`config.mk`:
```
export PLATFORM = sky130hd
export DESIGN_NAME = muldiv_ctrl_flat
export DESIGN_NICKNAME = d
export VERILOG_FILES = /design/src/rtl/muldiv_ctrl_if.sv /design/src/rtl/muldiv_ctrl.sv /design/src/flat_wrapper.sv
export SDC_FILE = /design/constraint.sdc
export NUM_CORES = 1
export LEC_CHECK = 0
export CAP_MARGIN = 40
export CORE_ASPECT_RATIO = 0.6
export CORE_MARGIN = 3
export CORE_UTILIZATION = 40
export CTS_CLUSTER_SIZE = 30
export DETAILED_ROUTE_END_ITERATION = 10
export GPL_TIMING_DRIVEN = 0
export PLACE_DENSITY_LB_ADDON = 0.2
export REMOVE_ABC_BUFFERS = 1
export SETUP_SLACK_MARGIN = 0.3
export SYNTH_ARGS = -nofsm -noshare
export SYNTH_HDL_FRONTEND = slang
export SYNTH_SLANG_ARGS = --single-unit
```
`constraint.sdc`:
```
create_clock -name clk -period 3.76 [get_ports clk]
set_clock_uncertainty 0.1 [all_clocks]
set_input_delay 0.376 -clock clk [delete_from_list [all_inputs] [get_ports clk]]
set_output_delay 0.376 -clock clk [all_outputs]
set_load 0.02 [all_outputs]
```
`src/rtl/muldiv_ctrl_if.sv`:
```
// muldiv_ctrl_if -- request/response bundle between the EX stage and the
// multiply/divide sequencer.
//   master : EX-stage side (drives request, operands, mthi/mtlo strobes)
//   slave  : muldiv_ctrl side (drives stall, busy and the HI/LO registers)
interface muldiv_ctrl_if;
    logic        flush;
    logic        req;
    logic        op_div;
    logic        op_sign;
    logic [31:0] src_a;
    logic [31:0] src_b;
    logic        wr_hi;
    logic        wr_lo;
    logic [31:0] wr_data;
    logic        stall;
    logic        busy;
    logic [31:0] hi;
    logic [31:0] lo;

    modport master (
        output flush, req, op_div, op_sign, src_a, src_b, wr_hi, wr_lo, wr_data,
        input  stall, busy, hi, lo
    );

    modport slave (
        input  flush, req, op_div, op_sign, src_a, src_b, wr_hi, wr_lo, wr_data,
        output stall, busy, hi, lo
    );
endinterface

```
`src/rtl/muldiv_ctrl.sv`:
```
// muldiv_ctrl -- multi-cycle multiply/divide sequencer and HI/LO owner.
// Runs mult/multu (iterative shift-add) and div/divu (restoring), stalls the
// pipeline while working, commits HI/LO from the DONE state, services
// mthi/mtlo and drops in-flight work on flush.
// Ports:
//   clk    : clock, rising edge
//   resetn : asynchronous active-low reset
//   bus    : muldiv_ctrl_if.slave (flush, req, op_div, op_sign, src_a, src_b,
//            wr_hi, wr_lo, wr_data in; stall, busy, hi, lo out)
// Build option: MULDIV_FAST_MUL_EN -- single-cycle combinational multiply,
// multiply requests go straight from IDLE to DONE.
module muldiv_ctrl (
    input  logic          clk,
    input  logic          resetn,
    muldiv_ctrl_if.slave  bus
);

    typedef enum logic [1:0] {S_IDLE, S_MUL, S_DIV, S_DONE} state_t;

    state_t      state_q;
    logic [4:0]  cnt_q;
    logic [63:0] acc_q;      // mul: {partial product, multiplier}; div: {remainder, quotient}
    logic [63:0] acc_d;
    logic [31:0] opnd_q;     // mul: |multiplicand|; div: |divisor|
    logic        neg_q;      // product / quotient must be negated
    logic        rneg_q;     // remainder takes the dividend's sign
    logic        div_q;
    logic [31:0] hi_q;
    logic [31:0] lo_q;

    // Operand sign and magnitude; unsigned ops treat both as non-negative.
    logic        sa, sb;
    logic [31:0] abs_a, abs_b;
    assign sa    = bus.op_sign & bus.src_a[31];
    assign sb    = bus.op_sign & bus.src_b[31];
    assign abs_a = sa ? (32'd0 - bus.src_a) : bus.src_a;
    assign abs_b = sb ? (32'd0 - bus.src_b) : bus.src_b;

`ifdef MULDIV_FAST_MUL_EN
    logic signed [63:0] sprod;
    logic        [63:0] uprod;
    logic        [63:0] fast_prod;
    assign sprod     = $signed(bus.src_a) * $signed(bus.src_b);
    assign uprod     = {32'd0, bus.src_a} * {32'd0, bus.src_b};
    assign fast_prod = bus.op_sign ? sprod : uprod;
`endif

    // One iteration of either algorithm.
    logic [32:0] mul_sum;
    logic [32:0] div_rem;
    logic [32:0] div_diff;
    logic        div_ge;
    assign mul_sum  = {1'b0, acc_q[63:32]} + {1'b0, opnd_q};
    assign div_rem  = acc_q[63:31];   // remainder shifted left, 33 bits so no bit is lost
    assign div_diff = div_rem - {1'b0, opnd_q};
    assign div_ge   = (div_rem >= {1'b0, opnd_q});

    always_comb begin
        acc_d = acc_q;
        case (state_q)
            S_MUL:   acc_d = acc_q[0] ? {mul_sum, acc_q[31:1]} : {1'b0, acc_q[63:1]};
            // Divisor 0 always "fits": quotient fills with ones, dividend
            // shifts out unchanged into the remainder.
            S_DIV:   acc_d = div_ge ? {div_diff[31:0], acc_q[30:0], 1'b1}
                                    : {acc_q[62:0], 1'b0};
            default: acc_d = acc_q;
        endcase
    end

    // Sign correction applied when committing from DONE.
    logic [63:0] prod;
    logic [31:0] quo, rem;
    logic [31:0] res_hi, res_lo;
    assign prod   = neg_q  ? (64'd0 - acc_q)        : acc_q;
    assign quo    = neg_q  ? (32'd0 - acc_q[31:0])  : acc_q[31:0];
    assign rem    = rneg_q ? (32'd0 - acc_q[63:32]) : acc_q[63:32];
    assign res_hi = div_q ? rem : prod[63:32];
    assign res_lo = div_q ? quo : prod[31:0];

    always_ff @(posedge clk or negedge resetn) begin
        if (!resetn) begin
            state_q <= S_IDLE;
            cnt_q   <= 5'd0;
            acc_q   <= 64'd0;
            opnd_q  <= 32'd0;
            neg_q   <= 1'b0;
            rneg_q  <= 1'b0;
            div_q   <= 1'b0;
            hi_q    <= 32'd0;
            lo_q    <= 32'd0;
        end else if (bus.flush) begin
            state_q <= S_IDLE;
            cnt_q   <= 5'd0;
        end else begin
            case (state_q)
                S_IDLE: begin
                    if (bus.wr_hi) hi_q <= bus.wr_data;
                    if (bus.wr_lo) lo_q <= bus.wr_data;
                    if (bus.req) begin
                        cnt_q  <= 5'd0;
                        neg_q  <= sa ^ sb;
                        rneg_q <= sa;
                        div_q  <= bus.op_div;
                        if (bus.op_div) begin
                            acc_q   <= {32'd0, abs_a};
                            opnd_q  <= abs_b;
                            state_q <= S_DIV;
                        end else begin
`ifdef MULDIV_FAST_MUL_EN
                            // Product is already signed-correct.
                            acc_q   <= fast_prod;
                            neg_q   <= 1'b0;
                            state_q <= S_DONE;
`else
                            acc_q   <= {32'd0, abs_b};
                            opnd_q  <= abs_a;
                            state_q <= S_MUL;
`endif
                        end
                    end
                end
                S_MUL, S_DIV: begin
                    acc_q <= acc_d;
                    cnt_q <= cnt_q + 5'd1;
                    if (cnt_q == 5'd31) state_q <= S_DONE;
                end
                S_DONE: begin
                    hi_q    <= res_hi;
                    lo_q    <= res_lo;
                    state_q <= S_IDLE;
                end
                default: state_q <= S_IDLE;
            endcase
        end
    end

    // DONE releases the stall so the instruction can leave EX.
    assign bus.stall = resetn & ~bus.flush &
                       (((state_q == S_IDLE) & bus.req) | (state_q == S_MUL) | (state_q == S_DIV));
    assign bus.busy  = (state_q != S_IDLE);
    assign bus.hi    = hi_q;
    assign bus.lo    = lo_q;

endmodule
```
`src/flat_wrapper.sv`:
```
// flat-port wrapper written by rule: the top's interface ports become plain ports
module muldiv_ctrl_flat 
  (clk, resetn, bus_flush, bus_req, bus_op_div, bus_op_sign, bus_src_a, bus_src_b, bus_wr_hi, bus_wr_lo, bus_wr_data, bus_stall, bus_busy, bus_hi, bus_lo);
  muldiv_ctrl_if bus_i ();
  input  logic clk;
  input  logic resetn;
  input wire logic [$bits(bus_i.flush)-1:0] bus_flush;
  input wire logic [$bits(bus_i.req)-1:0] bus_req;
  input wire logic [$bits(bus_i.op_div)-1:0] bus_op_div;
  input wire logic [$bits(bus_i.op_sign)-1:0] bus_op_sign;
  input wire logic [$bits(bus_i.src_a)-1:0] bus_src_a;
  input wire logic [$bits(bus_i.src_b)-1:0] bus_src_b;
  input wire logic [$bits(bus_i.wr_hi)-1:0] bus_wr_hi;
  input wire logic [$bits(bus_i.wr_lo)-1:0] bus_wr_lo;
  input wire logic [$bits(bus_i.wr_data)-1:0] bus_wr_data;
  output wire logic [$bits(bus_i.stall)-1:0] bus_stall;
  output wire logic [$bits(bus_i.busy)-1:0] bus_busy;
  output wire logic [$bits(bus_i.hi)-1:0] bus_hi;
  output wire logic [$bits(bus_i.lo)-1:0] bus_lo;
  assign bus_i.flush = bus_flush;
  assign bus_i.req = bus_req;
  assign bus_i.op_div = bus_op_div;
  assign bus_i.op_sign = bus_op_sign;
  assign bus_i.src_a = bus_src_a;
  assign bus_i.src_b = bus_src_b;
  assign bus_i.wr_hi = bus_wr_hi;
  assign bus_i.wr_lo = bus_wr_lo;
  assign bus_i.wr_data = bus_wr_data;
  assign bus_stall = bus_i.stall;
  assign bus_busy = bus_i.busy;
  assign bus_hi = bus_i.hi;
  assign bus_lo = bus_i.lo;
  muldiv_ctrl u_core (.clk(clk), .resetn(resetn), .bus(bus_i));
endmodule
```
## Yosys cells after proc, flatten, opt, wreduce, memory -nomap -nowiden

Cells that the tools add are included.

| word-level totals | value |
|---|---|
| bits in registers | 170 |
| input bits | 104 |
| logic and storage cells | 75 |

| operators by class | value |
|---|---|
| $add $sub $neg | 8 |
| $lt $le $gt $ge | 1 |
| eq/ne operators | 10 |
| multiplexer cells | 26 |
| bitwise operators | 9 |
| reduce and logical (&&, ||, !) cells | 12 |

Operators by type and width:

| kind | number |
|---|---|
| $mux 32 | 10 |
| $mux 64 | 4 |
| $pmux 64 s2 | 2 |
| $pmux 32 s2 | 2 |
| $sub 1x32->32 const A | 4 |
| $sub 1x64->64 const A | 1 |
| $add 32x32->33 | 1 |
| $ge 33x32->1 | 1 |
| $sub 32x32->32 | 1 |
| $mux 5 | 2 |
| $pmux 5 s2 | 1 |
| $reduce_and 3->1 | 3 |
| $mux 2 | 4 |
| $ne 2x2->1 const B | 3 |
| $pmux 2 s3 | 1 |
| $reduce_bool 2->1 | 3 |
| $add 5x1->5 const B | 1 |
| $and 1x1->1 | 5 |
| $eq 5x5->1 const B | 1 |
| $eq 2x2->1 const B | 2 |
| $reduce_and 2->1 | 2 |
| $reduce_and 4->1 | 1 |
| $ne 3x1->1 const B | 1 |
| $ne 3x2->1 const B | 1 |
| other kinds (8) | 9 |

## Longest topological paths before layout

Gate-level depths: netlist (run 1).

| logic depth | value |
|---|---|
| word-level depth | 5 |
| depth in mapped cells | 15 |
| gate-level depth less buffers | 14 |

## Worst setup path before layout (run 1)

No wires, ideal clock.

| timing | value |
|---|---|
| kind | reg-to-reg |
| start | reg u_core.acc_q[47] |
| end | reg u_core.acc_q[39] |
| setup time | 0.138 ns |
| arrival time | 3.012 ns |
| required time | 3.522 ns |
| path slack | 0.510 ns |
| stages on the path, launching flop included | 14 |
| buffers on the path | 2 |
| period minus slack after synthesis | 3.250 ns |
| path through | dfrtp_1 > ha_1 > and3_1 > and2_1 > nand3_1 > nor4_1 > a2111oi_0 > o21ai_0 > a31oi_1 > buf_2 > clkbuf_1 > nor2_1 > a21oi_1 > o221ai_1 |

| on the way | value |
|---|---|
| word-level cells in the longest chain between the ends | 4 |

Ends and longest elaborated chain:

| what | line | source |
|---|---|---|
| from (decl) | muldiv_ctrl.sv:22 | `logic [63:0] acc_q;` |
| from (signal assigned) | muldiv_ctrl.sv:105 | `acc_q <= {32'd0, abs_a};` |
| from (signal assigned) | muldiv_ctrl.sv:115 | `acc_q <= {32'd0, abs_b};` |
| $ge 33x32->1 | muldiv_ctrl.sv:56 | `assign div_ge = (div_rem >= {1'b0, opnd_q});` |
| $mux 64 | muldiv_ctrl.sv:64 | `S_DIV: acc_d = div_ge ? {div_diff[31:0], acc_q[30:0], 1'b1}` |
| $pmux 64 s2 | muldiv_ctrl.sv:60 | `case (state_q)` |
| $pmux 64 s2 | muldiv_ctrl.sv:95 | `case (state_q)` |

No other way between the ends.
A chain may end at the register's enable or synchronous reset.

## Worst setup path after layout (run 1)

| timing | value |
|---|---|
| start | reg u_core.acc_q[44] |
| end | reg u_core.acc_q[58] |

| on the way | value |
|---|---|
| word-level cells in the longest chain between the ends | 4 |
| elaborated cells on any way between the ends | 7 |
| those cells by class | 2 x add/sub; 1 x order compare; 4 x mux |

Ends and longest elaborated chain:

| what | line | source |
|---|---|---|
| $sub 32x32->32 (tied with other cells) | muldiv_ctrl.sv:55 | `assign div_diff = div_rem - {1'b0, opnd_q};` |
| $mux 64 (on tied branches) | muldiv_ctrl.sv:64, muldiv_ctrl.sv:61 |  |
| $pmux 64 s2 * | muldiv_ctrl.sv:60 |  |
| $pmux 64 s2 * | muldiv_ctrl.sv:95 |  |

Mark *: on every way between the ends. The rest lies on a longest branch, timed or not.

==> flow_summary.toml, run 1 <==
[timing]
final-setup-viol-count = 0
hold_viol = 0
period_minus_slack_ns = 3.495
rsz0062_at_grt = "true"
clock.fmax_ghz = 0.2861
maxSlewViolCount = 0
post-route-period-util_pct = 92.96
worst_slack_ns = 0.2646
worstMarginPinSlew_ns = 0.9486
slew_headroom_pct = 36.18

[synthesis]
yosysMostFrequentCell = "nand2_1"
synthAdderAreaFrac_pct = 6.404
synth.area.top_cells = "dfrtp_1 28%, ha_1 6.1%, o21ai_0 6.0%"
yosys.area_share.simple_pct = 18.32
yosys_warnings = 0
ys_seq_area_share_pct = 27.84
synth-seq-cells = 170
synth.distinct_cells = 78
synth.avg_cell_area_um2 = 7.815
async_reset_ff_share_pct = 100.0
synthXorXnorAreaFrac_pct = 9.745
synth_top_area_share_pct = 27.84
synth_compound_area_share_pct = 28.19
synth_cells = 1955
yosys-top-cells-count = "218 x nand2_1, 182 x o21ai_0, 178 x a21oi_1"
synth_enable_flop_cells = 0
synth_top_family_by_area = "compound AO/OA/AOI/OAI gates"
synth.mux.area_fraction_pct = 4.602
synthesis.area_mm2 = 0.01528
synthFlopType = "dfrtp_1"
yosys.area.top_type = "dfrtp_1"

[clock_tree]
clk_latency_ns = 0.46
cts_sinks = 170
cts_made_buffers = 17
cts_tree = "yes"
h-tree-depth = 4
clk_pin_slew_ns = 0.08
clock-root-buffer = "clkbuf_16"
cts_buffer_depth = 2

[finish]
final_util_pct = 51.78
drive_gt1_share_pct = 13.17
fin_area_mm2 = 0.01917
final_cells = 2608
nets = 2272
synthToLayoutAreaGrowth_pct = 25.48
insertedDiodeCount = 0

[drt]
wl_um = 59260
drc_errors = 0
drt-pass1-iter-count = 6
drt-initial-drc-count = 1605
via_per_inst = 6.082
num_vias = 15863
ant_nets = 0
avgRoutedWirePerCell_um = 22.72

[die]
die-area_mm2 = 0.04065
die_x_um = 258.3
core_mm2 = 0.03703
io_pins = 170
start_util_pct = 41.26
rows = 54
die-height_um = 157.4

[pwr]
powerDensity_mw_per_mm2 = 990.3
leakagePower_nw = 8.191
ir_worst_vdd_mv = 0.5593

[setup_path]
startpoint_type = "register"
critPathCaptureType = "register"
crit_slowest_cell = "dfrtp_2"
critical_path.cell_chain = "buf_4 -> ha_2 -> nand2_1 -> nor4_2 -> nand3_2 -> nor4_4 -> a2111oi_4 -> o21ai_2 -> a31oi_4 -> nand2b_2 -> o311ai_1 -> a22oi_1"
critPathMaxFanout = 10
rr_startpoint = "u_core.acc_q[44]"
arrival_ns = 3.73
path_class = "reg -> reg"
crit_path_max_incr_delay_ns = 0.49
rrSetupSlack_ns = 0.26
critPathLaunch = "u_core.acc_q[44]"
worstPathRequired_ns = 3.99

[min_path]
hold_path.startpoint = "bus_op_div"
worst_hold_path_type = "in -> reg"

[place]
post-place-cells = 2525
portBuffers = 169
place.gp.congestion = 0.9770
placed_area_mm2 = 0.01760
post-place-ws_ns = -0.6938
dp.final_hpwl_um = 43770

[global_route]
track_usage_pct = 28.02
grt_max_degree = 113
grt_overflow = 0
grt_pass1_vias = 14310
antenna_found_initial = 3
grt_pass1_wl_um = 88220

[job]
maxCapViolations = 0

[outcome]
outcome = "finished clean"
[sequential cells by signal (all words and copies together) (netlist names)]
name and flops:
u_core.acc_q 64, u_core.bus.hi 32, u_core.bus.lo 32, u_core.cnt_q 5
u_core.div_q 1, u_core.neg_q 1, u_core.opnd_q 32, u_core.rneg_q 1
u_core.state_q 2
[worst max-delay path, delay by kind of cell, from the launching register on]
family          cells  cell delay [ns]
buf+inv             1             0.17
compound gates      5             0.86
simple gates        5             1.34
fa+ha+maj           1             0.42
flops               1             0.49
[area by class of cell]
type | count | area (um^2)
clock buffers | 17 | 425.4
clock inverters | 15 | 182.7
fillers | 3554 | 17850
inverters | 67 | 256.5
multi-input cells | 1592 | 10860
flip-flops and latches | 170 | 4285
well taps | 504 | 630.6
repair buffers | 243 | 2529
[placed cells by master, fill, tap and decap left out, drive strengths merged, types with 5 or more instances in the layout]
cell,Yosys,final
xnor2,79,79
nor3,35,35
dfrtp,170,170
clkbuf,108,19
o211ai,21,21
xor2,91,91
nand2,218,218
clkdlybuf4s50,0,167
a221oi,5,5
a21o,69,69
nand3b,7,7
nor2b,25,25
buf,18,72
mux2i,32,32
nand4,7,7
o31ai,19,19
nor3b,5,5
a32o,7,7
or3,17,17
ha,75,75
o41ai,15,15
or4,16,16
a211o,6,6
a21oi,178,178
inv,65,70
mux2,34,34
nand3,29,29
nor4,16,16
clkinv,2,7
and2,11,11
a22o,9,9
a211oi,90,90
o21ai,185,185
and3,17,17
nand2b,14,14
nor2,171,171
a31oi,23,23
or2,8,8
[logic make-up (layout without fill, tap and decap cells)]
family                   count (synthesis)  in the layout
adder cells (fa/ha/maj)                 77             77
multiplexers                            66             66
flip-flops                             170            170
AO/OA/AOI/OAI                          680            680
AND/OR/NAND/NOR                        599            599
XOR/XNOR                               170            170
buffers and inverters                  193            342
[through the flow]
stage               power (mW)  hold WS [ns]   TNS, ns
floorplan                11.33      -0.01959    -57.55
global placement         15.34        0.3597  -1198.94
detailed placement       15.59        0.2441    -13.37
CTS                      17.90        0.2519         0
global route             20.22        0.3137         0
finish                   18.99        0.2784         0
[worst paths after layout]
kind / endpoint / depth (start not counted)
min reg2reg: u_core.bus.hi[25] / 1
max reg2reg: u_core.acc_q[58] / 12
min in group asynchronous: u_core.bus.hi[8] / 2
min: u_core.opnd_q[16] / 3
max in group asynchronous: u_core.acc_q[50] / 3
max: u_core.acc_q[58] / 12
[report_power, final]
| group | switching (mW) | internal, mW | leakage, nW |
|---|---|---|---|
| Clock | 0.940 | 0.953 | 0.287 |
| Sequential | 1.46 | 2.66 | 2.12 |
| Combinational | 7.47 | 5.50 | 5.78 |
[layer usage]
layer | GRT usage (%) | vias to the layer above | wire length, um
li1 | - | 7380 | -
met1 | 42.86 | 7688 | 28640
met2 | 37.64 | 726 | 23070
met3 | 9.021 | 67 | 6542
met4 | 5.923 | 2 | 997
met5 | 0 | - | 12
[timing repair]
action,CTS,global route
resized for setup,56,75
endpoints found under the hold margin,59,0
pin swaps,3,22
setup buffers,20,26
hold buffers,1,0
gates cloned,0,3
setup endpoints to repair,71,66
Power figures use the tool's default switching activity.
==> run 2: changes to the inputs <==
--- a/config.mk
+++ b/config.mk
@@ -14,7 +14,6 @@
 export GPL_TIMING_DRIVEN = 0
 export PLACE_DENSITY_LB_ADDON = 0.2
 export REMOVE_ABC_BUFFERS = 1
-export SETUP_SLACK_MARGIN = 0.3
 export SYNTH_ARGS = -nofsm -noshare
 export SYNTH_HDL_FRONTEND = slang
 export SYNTH_SLANG_ARGS = --single-unit
==> constraint.sdc (replaced) <==
create_clock -name clk -period 3.76 [get_ports clk]
set_clock_uncertainty 0.1 [all_clocks]
set_input_delay 0.376 -clock clk [delete_from_list [all_inputs] [get_ports clk]]
set_output_delay 0.376 -clock clk [all_outputs]
set_load 0.01 [all_outputs]
==> run 2 against run 1 <==
  * First-iteration DRC count is 4.9% higher
  * Core utilization is 1.9 points lower
  * Die area stayed put
  * Routed wire length is 4.0% lower
  * Via count is 2.5% lower
  * Clock power hardly changed
  * Count of clock-buffer cells in the layout stayed put
  * Register-to-register slack worse by 0.19 ns
  * Sequential share of layout area is 0.79 points higher
  * Sequential cell count stayed put
  * Cell area is 3.7% lower
  * Critical path type unchanged
  * Highest routed layer is now met4
==> flow_summary.toml, run 2 (synthesized netlist as in run 1, its figures left out) <==
[die]
rows = 54
die_x_um = 258.3
die-area_mm2 = 0.04065
die-height_um = 157.4
io_pins = 170
start_util_pct = 41.26
core_mm2 = 0.03703

[global_route]
grt_pass1_vias = 14151
track_usage_pct = 27.63
grt_pass1_wl_um = 87080
grt_max_degree = 113
grt_overflow = 0
antenna_found_initial = 0

[setup_path]
crit_slowest_cell = "dfrtp_1"
path_class = "reg -> reg"
critPathMaxFanout = 4
arrival_ns = 3.92
critical_path.cell_chain = "inv_1 -> ha_1 -> inv_1 -> fa_1 -> a21o_1 -> a221oi_4 -> o22a_1 -> nand2_1 -> a41oi_1 -> a21oi_1 -> a21oi_1 -> o21ai_0 -> a211o_1"
critPathBufInv = 2
crit_path_max_incr_delay_ns = 0.43
worstPathRequired_ns = 4.00
cp_top_family = "compound AO/OA/AOI/OAI gates"
critPathCaptureType = "register"
startpoint_type = "register"

[drt]
avgRoutedWirePerCell_um = 22.18
drt-initial-drc-count = 1684
ant_nets = 0
num_vias = 15464
via_per_inst = 6.027
wl_um = 56910
drt-pass1-iter-count = 5
drc_errors = 0

[timing]
slew_headroom_pct = 31.80
maxSlewViolCount = 0
worst_slack_ns = 0.07428
hold_viol = 0
clock.fmax_ghz = 0.2713
worstMarginPinSlew_ns = 1.017
post-route-period-util_pct = 98.02
period_minus_slack_ns = 3.686
final-setup-viol-count = 0
rsz0062_at_grt = "false"

[place]
post-place-ws_ns = -0.6938
post-place-cells = 2525
place.gp.congestion = 0.9770
dp.final_hpwl_um = 43770
portBuffers = 169

[clock_tree]
clk_latency_ns = 0.46
cts_tree = "yes"
clk_pin_slew_ns = 0.08
h-tree-depth = 4
cts_buffer_depth = 2
cts_sinks = 170
clock-root-buffer = "clkbuf_16"
cts_made_buffers = 17

[finish]
insertedDiodeCount = 0
synthToLayoutAreaGrowth_pct = 20.80
layout_commonest_cell = "nand2_1"
nets = 2230
final_cell_mix = "218 x nand2_1, 177 x o21ai_0, 177 x a21oi_1, 170 x nor2_1, 167 x clkdlybuf4s50_1"
drive_gt1_share_pct = 8.341
top_register = "u_core.acc_q"
largest_reg_flops = 64
final_cells = 2566

[pwr]
powerDensity_mw_per_mm2 = 964.3
leakagePower_nw = 7.933
ir_worst_vdd_mv = 0.5534
power_mw = 17.80

[outcome]
outcome = "finished clean"

[job]
maxCapViolations = 0

[min_path]
worst_hold_path_type = "in -> reg"
run 2: routing by layer:
metal  GRT usage, %  wire length [um]  up-vias
met2          37.04             21890      665
met5              0                 0        -
met1          42.91             28340     7450
li1               -                 -     7296
met3          7.734              5833       53
met4          6.245               845        0
run 2: layout make-up:
| class | count | area [um^2] |
|---|---|---|
| fillers | 3620 | 18570 |
| flip-flops and latches | 170 | 4270 |
| inverters | 67 | 259.0 |
| well taps | 504 | 630.6 |
| multi-input cells | 1592 | 10510 |
| clock inverters | 15 | 182.7 |
| repair buffers | 201 | 2181 |
| clock buffers | 17 | 425.4 |
run 2: power by group:
group | internal [mW] | switching (mW) | leakage, nW
Clock | 0.953 | 0.937 | 0.287
Sequential | 2.65 | 1.54 | 2.14
Combinational | 4.99 | 6.73 | 5.51
Total | 8.60 | 9.20 | 7.93
run 2: path summary, 6_finish.rpt:
path / startpoint / endpoint / slack (ns) / depth (start not counted)
min reg2reg: u_core.bus.hi[25] / u_core.bus.hi[25] / 0.38 / 1
max in group asynchronous: resetn / u_core.acc_q[50] / 2.17 / 3
min: bus_op_div / u_core.opnd_q[16] / 0.28 / 3
max: u_core.acc_q[31] / u_core.acc_q[62] / 0.07 / 13
min in group asynchronous: resetn / u_core.bus.hi[8] / 0.32 / 2
max reg2reg: u_core.acc_q[31] / u_core.acc_q[62] / 0.07 / 13
run 2: worst min-delay path, stage by stage:
cell and delay [ns]:
buf_4 0.20, a21oi_1 0.14, o21ai_0 0.08
run 2: through the flow:
step / hold WS, ns / utilization [%] / instance area, um^2 / TNS (ns)
4_1_cts: 0.2519 / 49.36 / 18280 / 0
5_1_grt: 0.3174 / 49.85 / 18460 / 0
3_3_place_gp: 0.3597 / 46.19 / 17100 / -1198.87
2_1_floorplan: -0.01959 / - / 14780 / -57.56
3_5_place_dp: 0.2441 / 47.55 / 17600 / -13.37
6_report: 0.2795 / 49.85 / 18460 / 0
run 2: what timing repair did:
action	4_1_cts	5_1_grt
hold buffers	1	0
endpoints found under the setup margin	37	48
buffers inserted	2	6
gates resized for setup	14	39
endpoints found under the hold margin	59	0
pin swaps	1	2
==> run 3: changes to the inputs <==
--- a/config.mk
+++ b/config.mk
@@ -5,6 +5,7 @@
 export SDC_FILE = /design/constraint.sdc
 export NUM_CORES = 1
 export LEC_CHECK = 0
+export ABC_AREA = 1
 export CAP_MARGIN = 40
 export CORE_ASPECT_RATIO = 0.6
 export CORE_MARGIN = 3
==> run 3 against run 2 <==
  * The run now ends with negative setup slack left
  * Synthesized cell count rose by 62%
  * Non-clock buffer count fell by 6
  * Register-to-register slack got worse by 0.08 ns
  * Critical path type unchanged
  * Die area rose by 19%
==> flow_summary.toml, run 3 <==
[setup_path]
crit_slowest_cell = "ha_1"
critPathCaptureType = "register"
crit_path_max_incr_delay_ns = 0.72
worstPathRequired_ns = 4.05
startpoint_type = "register"
critical_path.cell_chain = "ha_1 -> nand2_1 -> nor2_2 -> nand3_1 -> nor2_1 -> nand2_1 -> nand2_2 -> nor2_4 -> nand2_8 -> nor2_1 -> buf_4 -> inv_1 -> nor2_1 -> o21ai_0"
cp_top_family = "simple AND/OR/NAND/NOR gates"
critPathBufInv = 2
arrival_ns = 4.06
critPathMostFrequentCell = "nor2_1"
rrSetupSlack_ns = -0.008
path_class = "reg -> reg"
critPathMaxFanout = 41

[pwr]
powerDensity_mw_per_mm2 = 949.4
switchingPower_mw = 12.15
intPower_mw = 8.239
power_mw = 20.38
ir_worst_vdd_mv = 0.4307
leakagePower_nw = 10.45
power_frac_clock_pct = 9.9
comb_power_share_pct = 70.4
netSwitchingFraction_pct = 59.58
seq_power_share_pct = 19.7

[synthesis]
synth.avg_cell_area_um2 = 5.790
synth.area.top_cells = "dfrtp_1 23%, nand2_1 19%, nand3_1 10%"
yosys_warnings = 0
yosys-top-cells-count = "939 x nand2_1, 405 x inv_1, 382 x nor2_1"
ys_seq_area_share_pct = 23.27
synth-seq-cells = 170
synthFlopType = "dfrtp_1"
yosysMostFrequentCell = "nand2_1"
synth_enable_flop_cells = 0
synth_cells = 3158
async_reset_ff_share_pct = 100.0
synthesis.area_mm2 = 0.01828
synth_top_area_share_pct = 23.27
yosys.area.top_type = "dfrtp_1"
synth.distinct_cells = 50

[die]
start_util_pct = 41.35
core_mm2 = 0.04422
die-area_mm2 = 0.04839
rows = 59
die-height_um = 171.6
die_x_um = 282.0
io_pins = 170

[clock_tree]
clk_latency_ns = 0.47
cts_buffer_depth = 2
clk_pin_slew_ns = 0.08
post_cts_buffers = 0
h-tree-depth = 4
clock-root-buffer = "clkbuf_16"
cts_sinks = 170
cts_tree = "yes"
cts_made_buffers = 17

[timing]
final-setup-viol-count = 1
period_minus_slack_ns = 3.768
timing.hold.ws_ns = 0.3521
worstMarginPinSlew_ns = 0.9311
worst_slack_ns = -0.008476
hold_viol = 0
maxSlewViolCount = 0
clock.fmax_ghz = 0.2654
slew_headroom_pct = 37.93
rsz0062_at_grt = "false"
post-route-period-util_pct = 100.2

[finish]
top_register = "u_core.acc_q"
synthToLayoutAreaGrowth_pct = 17.43
final_util_pct = 48.56
fin_area_mm2 = 0.02147
largest_reg_flops = 64
final_cell_mix = "939 x nand2_1, 404 x inv_1, 380 x nor2_1, 377 x nand3_1, 220 x a21oi_1"
layout_commonest_cell = "nand2_1"
drive_gt1_share_pct = 4.304
nets = 3444

[drt]
num_vias = 22322
wl_um = 88200
ant_nets = 0
drt-initial-drc-count = 2866
avgRoutedWirePerCell_um = 22.87
via_per_inst = 5.789
drc_errors = 0
drt-pass1-iter-count = 6

[place]
dp.final_hpwl_um = 71950
post-place-ws_ns = -0.1122
placed_area_mm2 = 0.02078
portBuffers = 169
place.gp.congestion = 1.019

[global_route]
grt_pass1_wl_um = 127200
grt_pass1_vias = 19507
antenna_found_initial = 5
grt_max_degree = 94
grt_overflow = 0
track_usage_pct = 35.61

[job]
maxCapViolations = 0

[outcome]
violations = "negative setup slack"
outcome = "complete, but fails checks"

[min_path]
worst_hold_path_type = "in -> async"
[run 3: layer usage]
layer | vias up | part of all wire (%) | GRT usage, %
met5 | - | 0.019 | 0
met4 | 2 | 1.5 | 6.701
met3 | 89 | 15 | 14.60
met2 | 1229 | 36 | 45.00
met1 | 10522 | 47 | 54.92
li1 | 10480 | - | -
[run 3: cell families after synthesis]
kind of cell	Yosys count	synth area share (%)
flip-flops	170	23.27
AO/OA/AOI/OAI	501	15.62
XOR/XNOR	44	2.108
adder cells (fa/ha/maj)	77	5.351
AND/OR/NAND/NOR	1840	42.56
buffers and inverters	526	11.09
[run 3: timing repair]
action                                 in CTS  in global routing
setup endpoints to repair                   6                  7
endpoints found under the hold margin      77                  0
resized for setup                           2                  5
gates cloned                                0                  0
hold buffers                                1                  0
[run 3: stage by stage]
stage / instances / TNS (ns)
floorplan: 3049 / -11.08
global placement: 3797 / -1200.44
detailed placement: 3822 / -0.6055
CTS: 3855 / 0
global route: 3855 / 0
finish: 3856 / -0.008476
[run 3: final timing paths]
check | from | to | depth (start not counted)
setup / recovery | u_core.acc_q[58] | u_core.acc_q[45] | 14
hold / removal | resetn | u_core.acc_q[44] | 2
setup reg to reg | u_core.acc_q[58] | u_core.acc_q[45] | 14
hold reg to reg | u_core.bus.hi[7] | u_core.bus.hi[7] | 2
max in group asynchronous | resetn | u_core.acc_q[1] | 3
min in group clk | bus_wr_data[4] | u_core.bus.hi[4] | 3
[run 3: cell type report]
cell class,instances,area [um^2]
diodes,1,2.502
clock buffers,18,439.2
clock inverters,14,202.7
fillers,4711,22750
inverters,417,1569
multi-input cells,2462,12060
flip-flops and latches,170,4255
well taps,579,724.4
repair buffers,195,2215
[run 3: power by group through the flow]
| stage | combinational [mW] | sequential (mW) | clock [mW] |
|---|---|---|---|
| floorplan | 8.33 | 3.55 | 0 |
| global placement | 13.1 | 4.04 | 0 |
| detailed placement | 13.7 | 3.95 | 0 |
| CTS | 13.7 | 3.91 | 2.02 |
| global route | 15.6 | 4.06 | 2.09 |
| finish | 14.4 | 4.02 | 2.01 |
